## config.mk

```make
export PLATFORM = sky130hd
export DESIGN_NAME = instr_loader
export DESIGN_NICKNAME = d
export VERILOG_FILES = /design/src/rtl/instr_loader.sv
export SDC_FILE = /design/constraint.sdc
export NUM_CORES = 1
export LEC_CHECK = 0
export ABC_AREA = 1
export CAP_MARGIN = 20
export CORE_AREA = 2 2 126 128
export CTS_CLUSTER_DIAMETER = 150
export CTS_CLUSTER_SIZE = 12
export DETAILED_ROUTE_END_ITERATION = 10
export DIE_AREA = 0 0 128 130
export DONT_BUFFER_PORTS = 1
export MAX_ROUTING_LAYER = met4
export PLACE_DENSITY_LB_ADDON = 0.12
export SLEW_MARGIN = 40
export SYNTH_ARGS = -nofsm -noshare
export SYNTH_HDL_FRONTEND = slang
export SYNTH_SLANG_ARGS = --single-unit
```

## constraint.sdc

```tcl
create_clock -name clk -period 1.6 [get_ports clk]
set_input_delay 0.08 -clock clk [delete_from_list [all_inputs] [get_ports clk]]
set_output_delay 0.08 -clock clk [all_outputs]
set_load 0.005 [all_outputs]
```

## src/rtl/instr_loader.sv

```systemverilog
// -----------------------------------------------------------------------------
// instr_loader
//
// Receives an instruction image over a byte stream (valid/ready handshake)
// and writes it word-by-word into the CPU instruction memory, holding the
// core in reset until the whole image has arrived with a matching checksum.
//
// Stream: N low byte, N high byte, N x 4-byte words (LSB first), 1 checksum
// byte. The checksum byte must equal the XOR of all header and data bytes.
//
// Parameters
//   MAX_WORDS  instruction-memory capacity in 32-bit words
//   TIMEOUT    maximum idle cycles between accepted bytes during a load
//
// Ports
//   clk         clock, all state changes on the rising edge
//   rst         synchronous active-high reset
//   start       one-cycle request to begin a load (honoured in IDLE/DONE/ERR)
//   byte_valid  upstream byte present
//   byte_data   upstream byte
//   byte_ready  loader accepts a byte this cycle
//   wr_en_ins   instruction-memory write strobe (one cycle per word)
//   wr_data     instruction word being written (held between writes)
//   wr_addr     byte address of the word being written (held between writes)
//   cpu_rst_n   core reset, active-low; released only after a good load
//   done        load finished with a good checksum
//   error       load aborted (oversize, bad checksum or timeout)
// -----------------------------------------------------------------------------
module instr_loader #(
    parameter int unsigned MAX_WORDS = 1024,
    parameter int unsigned TIMEOUT   = 65535
) (
    input  logic        clk,
    input  logic        rst,
    input  logic        start,
    input  logic        byte_valid,
    input  logic [7:0]  byte_data,
    output logic        byte_ready,
    output logic        wr_en_ins,
    output logic [31:0] wr_data,
    output logic [31:0] wr_addr,
    output logic        cpu_rst_n,
    output logic        done,
    output logic        error
);

    typedef enum logic [2:0] {
        IDLE   = 3'd0,
        HDR_LO = 3'd1,
        HDR_HI = 3'd2,
        DATA   = 3'd3,
        WRITE  = 3'd4,
        CHECK  = 3'd5,
        DONE   = 3'd6,
        ERR    = 3'd7
    } state_t;

    // Idle counter is wide enough to reach TIMEOUT exactly.
    localparam int IDLE_W = (TIMEOUT < 1) ? 1 : $clog2(TIMEOUT + 1);
    localparam logic [IDLE_W-1:0] IDLE_LIMIT = IDLE_W'(TIMEOUT);

    state_t             state_reg;
    state_t             state_next;

    logic [15:0]        count_reg;      // N from the header
    logic [15:0]        word_idx_reg;   // words already written
    logic [1:0]         byte_cnt_reg;   // byte lane within the current word
    logic [7:0]         lane_reg [4];   // word assembly, one register per lane
    logic [7:0]         csum_reg;
    logic [IDLE_W-1:0]  idle_cnt_reg;
    logic [31:0]        wr_data_reg;
    logic [31:0]        wr_addr_reg;

    logic               xfer;
    logic               timed_out;
    logic               start_accept;
    logic               rx_state;
    logic [15:0]        n_hdr;

    assign xfer         = byte_valid && byte_ready;
    assign timed_out    = (idle_cnt_reg == IDLE_LIMIT);
    assign start_accept = start && ((state_reg == IDLE) || (state_reg == DONE) || (state_reg == ERR));
    assign rx_state     = (state_reg == HDR_LO) || (state_reg == HDR_HI) ||
                          (state_reg == DATA)   || (state_reg == CHECK);
    // Full word count as it becomes known on the high-byte transfer.
    assign n_hdr        = {byte_data, count_reg[7:0]};

    // ---------------------------------------------------------------- state
    always_ff @(posedge clk) begin
        if (rst) begin
            state_reg <= IDLE;
        end else begin
            state_reg <= state_next;
        end
    end

    // ----------------------------------------------------------- next state
    // A transfer is always checked before the timeout so a byte arriving on
    // the expiry cycle still counts.
    always_comb begin
        state_next = state_reg;
        unique case (state_reg)
            IDLE, DONE, ERR: begin
                if (start) state_next = HDR_LO;
            end
            HDR_LO: begin
                if (xfer)           state_next = HDR_HI;
                else if (timed_out) state_next = ERR;
            end
            HDR_HI: begin
                if (xfer) begin
                    if ({16'd0, n_hdr} > MAX_WORDS) state_next = ERR;
                    else if (n_hdr == 16'd0)        state_next = CHECK;
                    else                            state_next = DATA;
                end else if (timed_out) begin
                    state_next = ERR;
                end
            end
            DATA: begin
                if (xfer) begin
                    if (byte_cnt_reg == 2'd3) state_next = WRITE;
                end else if (timed_out) begin
                    state_next = ERR;
                end
            end
            WRITE: begin
                if ((word_idx_reg + 16'd1) == count_reg) state_next = CHECK;
                else                                     state_next = DATA;
            end
            CHECK: begin
                if (xfer) begin
                    if (byte_data == csum_reg) state_next = DONE;
                    else                       state_next = ERR;
                end else if (timed_out) begin
                    state_next = ERR;
                end
            end
            default: state_next = IDLE;
        endcase
    end

    // -------------------------------------------------------------- outputs
    always_comb begin
        byte_ready = 1'b0;
        wr_en_ins  = 1'b0;
        done       = 1'b0;
        error      = 1'b0;
        cpu_rst_n  = 1'b0;
        unique case (state_reg)
            HDR_LO, HDR_HI, DATA, CHECK: byte_ready = 1'b1;
            WRITE:                       wr_en_ins  = 1'b1;
            DONE: begin
                done      = 1'b1;
                cpu_rst_n = 1'b1;
            end
            ERR:                         error      = 1'b1;
            default: ;
        endcase
    end

    assign wr_data = wr_data_reg;
    assign wr_addr = wr_addr_reg;

    // ------------------------------------------------------------- datapath
    always_ff @(posedge clk) begin
        if (rst) begin
            count_reg    <= '0;
            word_idx_reg <= '0;
            byte_cnt_reg <= '0;
            csum_reg     <= '0;
            idle_cnt_reg <= '0;
            wr_data_reg  <= '0;
            wr_addr_reg  <= '0;
        end else if (start_accept) begin
            word_idx_reg <= '0;
            byte_cnt_reg <= '0;
            csum_reg     <= '0;
            idle_cnt_reg <= '0;
        end else begin
            if (xfer) begin
                idle_cnt_reg <= '0;
                // The checksum byte itself is not folded into the accumulator.
                if (state_reg != CHECK) csum_reg <= csum_reg ^ byte_data;
                case (state_reg)
                    HDR_LO: count_reg[7:0]  <= byte_data;
                    HDR_HI: count_reg[15:8] <= byte_data;
                    DATA: begin
                        byte_cnt_reg <= byte_cnt_reg + 2'd1;
                        // Capture the finished word here so it is stable for
                        // the whole WRITE cycle and held afterwards.
                        if (byte_cnt_reg == 2'd3) begin
                            wr_data_reg <= {byte_data, lane_reg[2], lane_reg[1], lane_reg[0]};
                            wr_addr_reg <= {14'd0, word_idx_reg, 2'b00};
                        end
                    end
                    default: ;
                endcase
            end else if (rx_state && !timed_out) begin
                idle_cnt_reg <= idle_cnt_reg + 1'b1;
            end

            if (state_reg == WRITE) word_idx_reg <= word_idx_reg + 16'd1;
        end
    end

    // Byte lanes of the word under assembly; lane gi loads when byte_cnt==gi.
    generate
        for (genvar gi = 0; gi < 4; gi++) begin : g_lane
            always_ff @(posedge clk) begin
                if (rst) begin
                    lane_reg[gi] <= '0;
                end else if (xfer && (state_reg == DATA) && (byte_cnt_reg == 2'(gi))) begin
                    lane_reg[gi] <= byte_data;
                end
            end
        end
    endgenerate

endmodule

```

==> out/results.ini <==
[global_routing]
first_global_vias = 5140
grt_use_total = 0.205
grt_overflow = 0
grt_pass1_wl_mm = 25.5
grt_max_degree = 58
antenna_found_initial = 2

[setup_path]
r2r_end = state_reg[1]$_SDFFE_PP0P_
critPathSlowestCell = dfxtp_4
worstPathArrival_ps = 2200
cpMostUsedCell = nand2_1
worst-r2r-cell-count = 15
worst-setup-path-type = reg2reg
crit_path_cell_trace = nand2_1, nor2_4, nand3_1, nand2_1, nand2_1, nand2_1, nand2_1, nor2_1, nand2_1, nor2_2, nand2_1, nand2_1, nand3_1, nand2_1, inv_1
start_kind = flip-flop
cp_max_fo = 8
cpPeakStageDelay_ps = 380
endpoint_kind = flip-flop
crit_required_ps = 1920
worstReg2RegStart = word_idx_reg[1]$_SDFFE_PP0P_
r2r_slack_ps = -280

[synthesis]
ys_seq_elements = 133
yosysWarnings = 0
synthFlopType = dfxtp_1
yosys.area_share.adder = 0.0123
syn_inst = 782
netlist_area_sq_mm = 0.00612
synth_xor_area_frac = 0.0340
avgSynthCellArea_sq_um = 7.82
synth_top_family_by_area = simple AND/OR/NAND/NOR gates
synth_edf_count = 24
synth_mux_area_frac = 0
synth_cell_types = 44
synth_compound_area_frac = 0.148
synthArstFlopShare = 0
synth-seq-area-share = 0.475
synth_simple_gate_area_share = 0.239

[clocking]
clock-sinks = 133
cts-buffers-inserted = 17
clockBufferDepth = 2
root_buffer = clkbuf_16
htreeDepth = 4
cts_tree = yes
clkLatencyLatePin_ps = 420
clkSlewWorstSetupHoldPaths_ps = 60

[min_path]
holdPathEnd = word_idx_reg[6]$_SDFFE_PP0P_
hold_start = rst
hold_class = in2reg
holdPathStages = 4

[floorplan]
io_pins = 81
std_cell_rows = 46
die_h_um = 130
initial_core_util = 0.396
die_area_sq_mm = 0.0166
die_w_um = 128
core_sq_mm = 0.0154

[placement]
dp_slack_ps = -295
io_buffers = 0
dpl-instance-area_sq_mm = 0.00703
routabilityCongestion = 0.983
dp.cells = 1044
hpwl_mm = 11.6

[timing]
fin_ws_ps = -283
finalCritPeriodShare = 1.18
max_freq_mhz = 531
rsz0062_at_grt = true
min_period_ps = 1880
slew_viol_final = 0
hold_violations = 0
finClkSkew_ps = 9.22
setup_tns_ps = -8500
setup_viol = 69

[layout]
layout_common_cells = 105 x nor2_1, 99 x dfxtp_1, 97 x buf_4, 83 x nand2_1, 69 x inv_1
drive_gt1_frac = 0.326
synthToLayoutAreaGrowth_pct = 43.9
final_common_cell = nor2_1
largest_reg_flops = 32
nets = 941
final_util = 0.571
instances_no_fill = 1130
stdcell_area_sq_mm = 0.00880

[route]
vias = 5758
drc = 0
drt_first_pass_iters = 6
via_per_inst = 5.10
wire_per_inst_um = 16.2
wirelength_mm = 18.3
antenna_left = 0
drt_iter0_markers = 475

[pwr]
leakage_uw = 0.00361
irDropWorstVdd_uv = 860
p_per_area_mw_per_mm2 = 1110

[job]
cap_violations = 0

[outcome]
status = complete, but fails checks
failed_checks = setup timing

==> cells in the mapped netlist (2+ instances only) <==
cell,count,area share
inv_2,8,0.0049
inv_4,2,0.0020
o21bai_1,2,0.0025
inv_1,73,0.045
nor4_1,4,0.0041
o21ai_1,8,0.0065
nor2_2,5,0.0051
nor2_8,2,0.0065
clkbuf_1,9,0.0055
nor3_1,10,0.0082
buf_2,16,0.013
o211ai_1,2,0.0025
xnor2_1,3,0.0043
a211oi_1,2,0.0025
xnor3_1,3,0.011
a31oi_1,3,0.0031
nand3_1,38,0.031
a21oi_1,73,0.060
nand4_1,13,0.013
nor2_4,6,0.011
ha_1,6,0.012
dfxtp_1,109,0.36
edfxtp_1,24,0.12
o21ai_0,78,0.064
xor2_1,13,0.019
nand2_1,113,0.069
nor2_1,119,0.073
nand2_2,6,0.0061
buf_4,17,0.021
==> metrics by stage <==
| step | total power, uW | hold WS [ps] |
|---|---|---|
| 2_1_floorplan | 4580 | 149 |
| 6_report | 9810 | 6.13 |
| 3_3_place_gp | 5100 | 151 |
| 5_1_grt | 10200 | 16.5 |
| 3_5_place_dp | 5120 | 156 |
| 4_1_cts | 9230 | -298 |
==> how the worst max path moves through the flow <==
stage	start	slack, ps	to
floorplan	idle_cnt_reg[0]$_SDFFE_PP0P_	-60	idle_cnt_reg[15]$_SDFFE_PP0P_
global placement	word_idx_reg[1]$_SDFFE_PP0P_	-210	state_reg[2]$_SDFFE_PP0P_
detailed placement	word_idx_reg[0]$_SDFFE_PP0P_	-300	state_reg[2]$_SDFFE_PP0P_
CTS	word_idx_reg[0]$_SDFFE_PP0P_	-180	state_reg[2]$_SDFFE_PP0P_
global route	word_idx_reg[0]$_SDFFE_PP0P_	-410	state_reg[1]$_SDFFE_PP0P_
finish	word_idx_reg[1]$_SDFFE_PP0P_	-280	state_reg[1]$_SDFFE_PP0P_
==> logic make-up after synthesis <==
logic type	count (synthesis)
flip-flops	133
other	1
AND/OR/NAND/NOR	324
AO/OA/AOI/OAI	173
adder cells (fa/ha/maj)	6
XOR/XNOR	19
buffers and inverters	126
==> what timing repair did <==
action | in CTS | in global routing
buffers inserted | 8 | 25
hold buffers | 8 | 1
endpoints found under the setup margin | 85 | 142
resized for setup | 34 | 139
gates cloned | 1 | 11
hold endpoints to repair | 42 | 2
pin swaps | 18 | 36
==> final cells by class <==
type,count,area (sq um)
fill,1402,6620
multi-input combinational,538,3160
sequential,133,2930
timing repair buffer,149,1510
clock buffer,19,464
inverter,83,340
tap,192,240
clock inverter,13,144
timing repair inverter,1,8.76
antenna,2,5.00
==> per-layer routing <==
metal | part of all wire | GRT usage | vias up
li1 | - | - | 2839
met1 | 0.43 | 0.253 | 2736
met2 | 0.49 | 0.326 | 155
met3 | 0.065 | 0.0521 | 28
met4 | 0.017 | 0.0763 | 0
met5 | 0 | - | -
==> critical path, delay by kind of cell (launching register included) <==
family,cells,cell delay (ps)
buffers and inverters,1,40
DFF,1,380
and+or+nand+nor,14,1360
==> power by group <==
part / internal [uW] / switching [uW]
clock: 2440 / 1550
sequential: 3540 / 120
combinational: 1010 / 1160
total: 6990 / 2820
(Power assumes the default switching activity.)
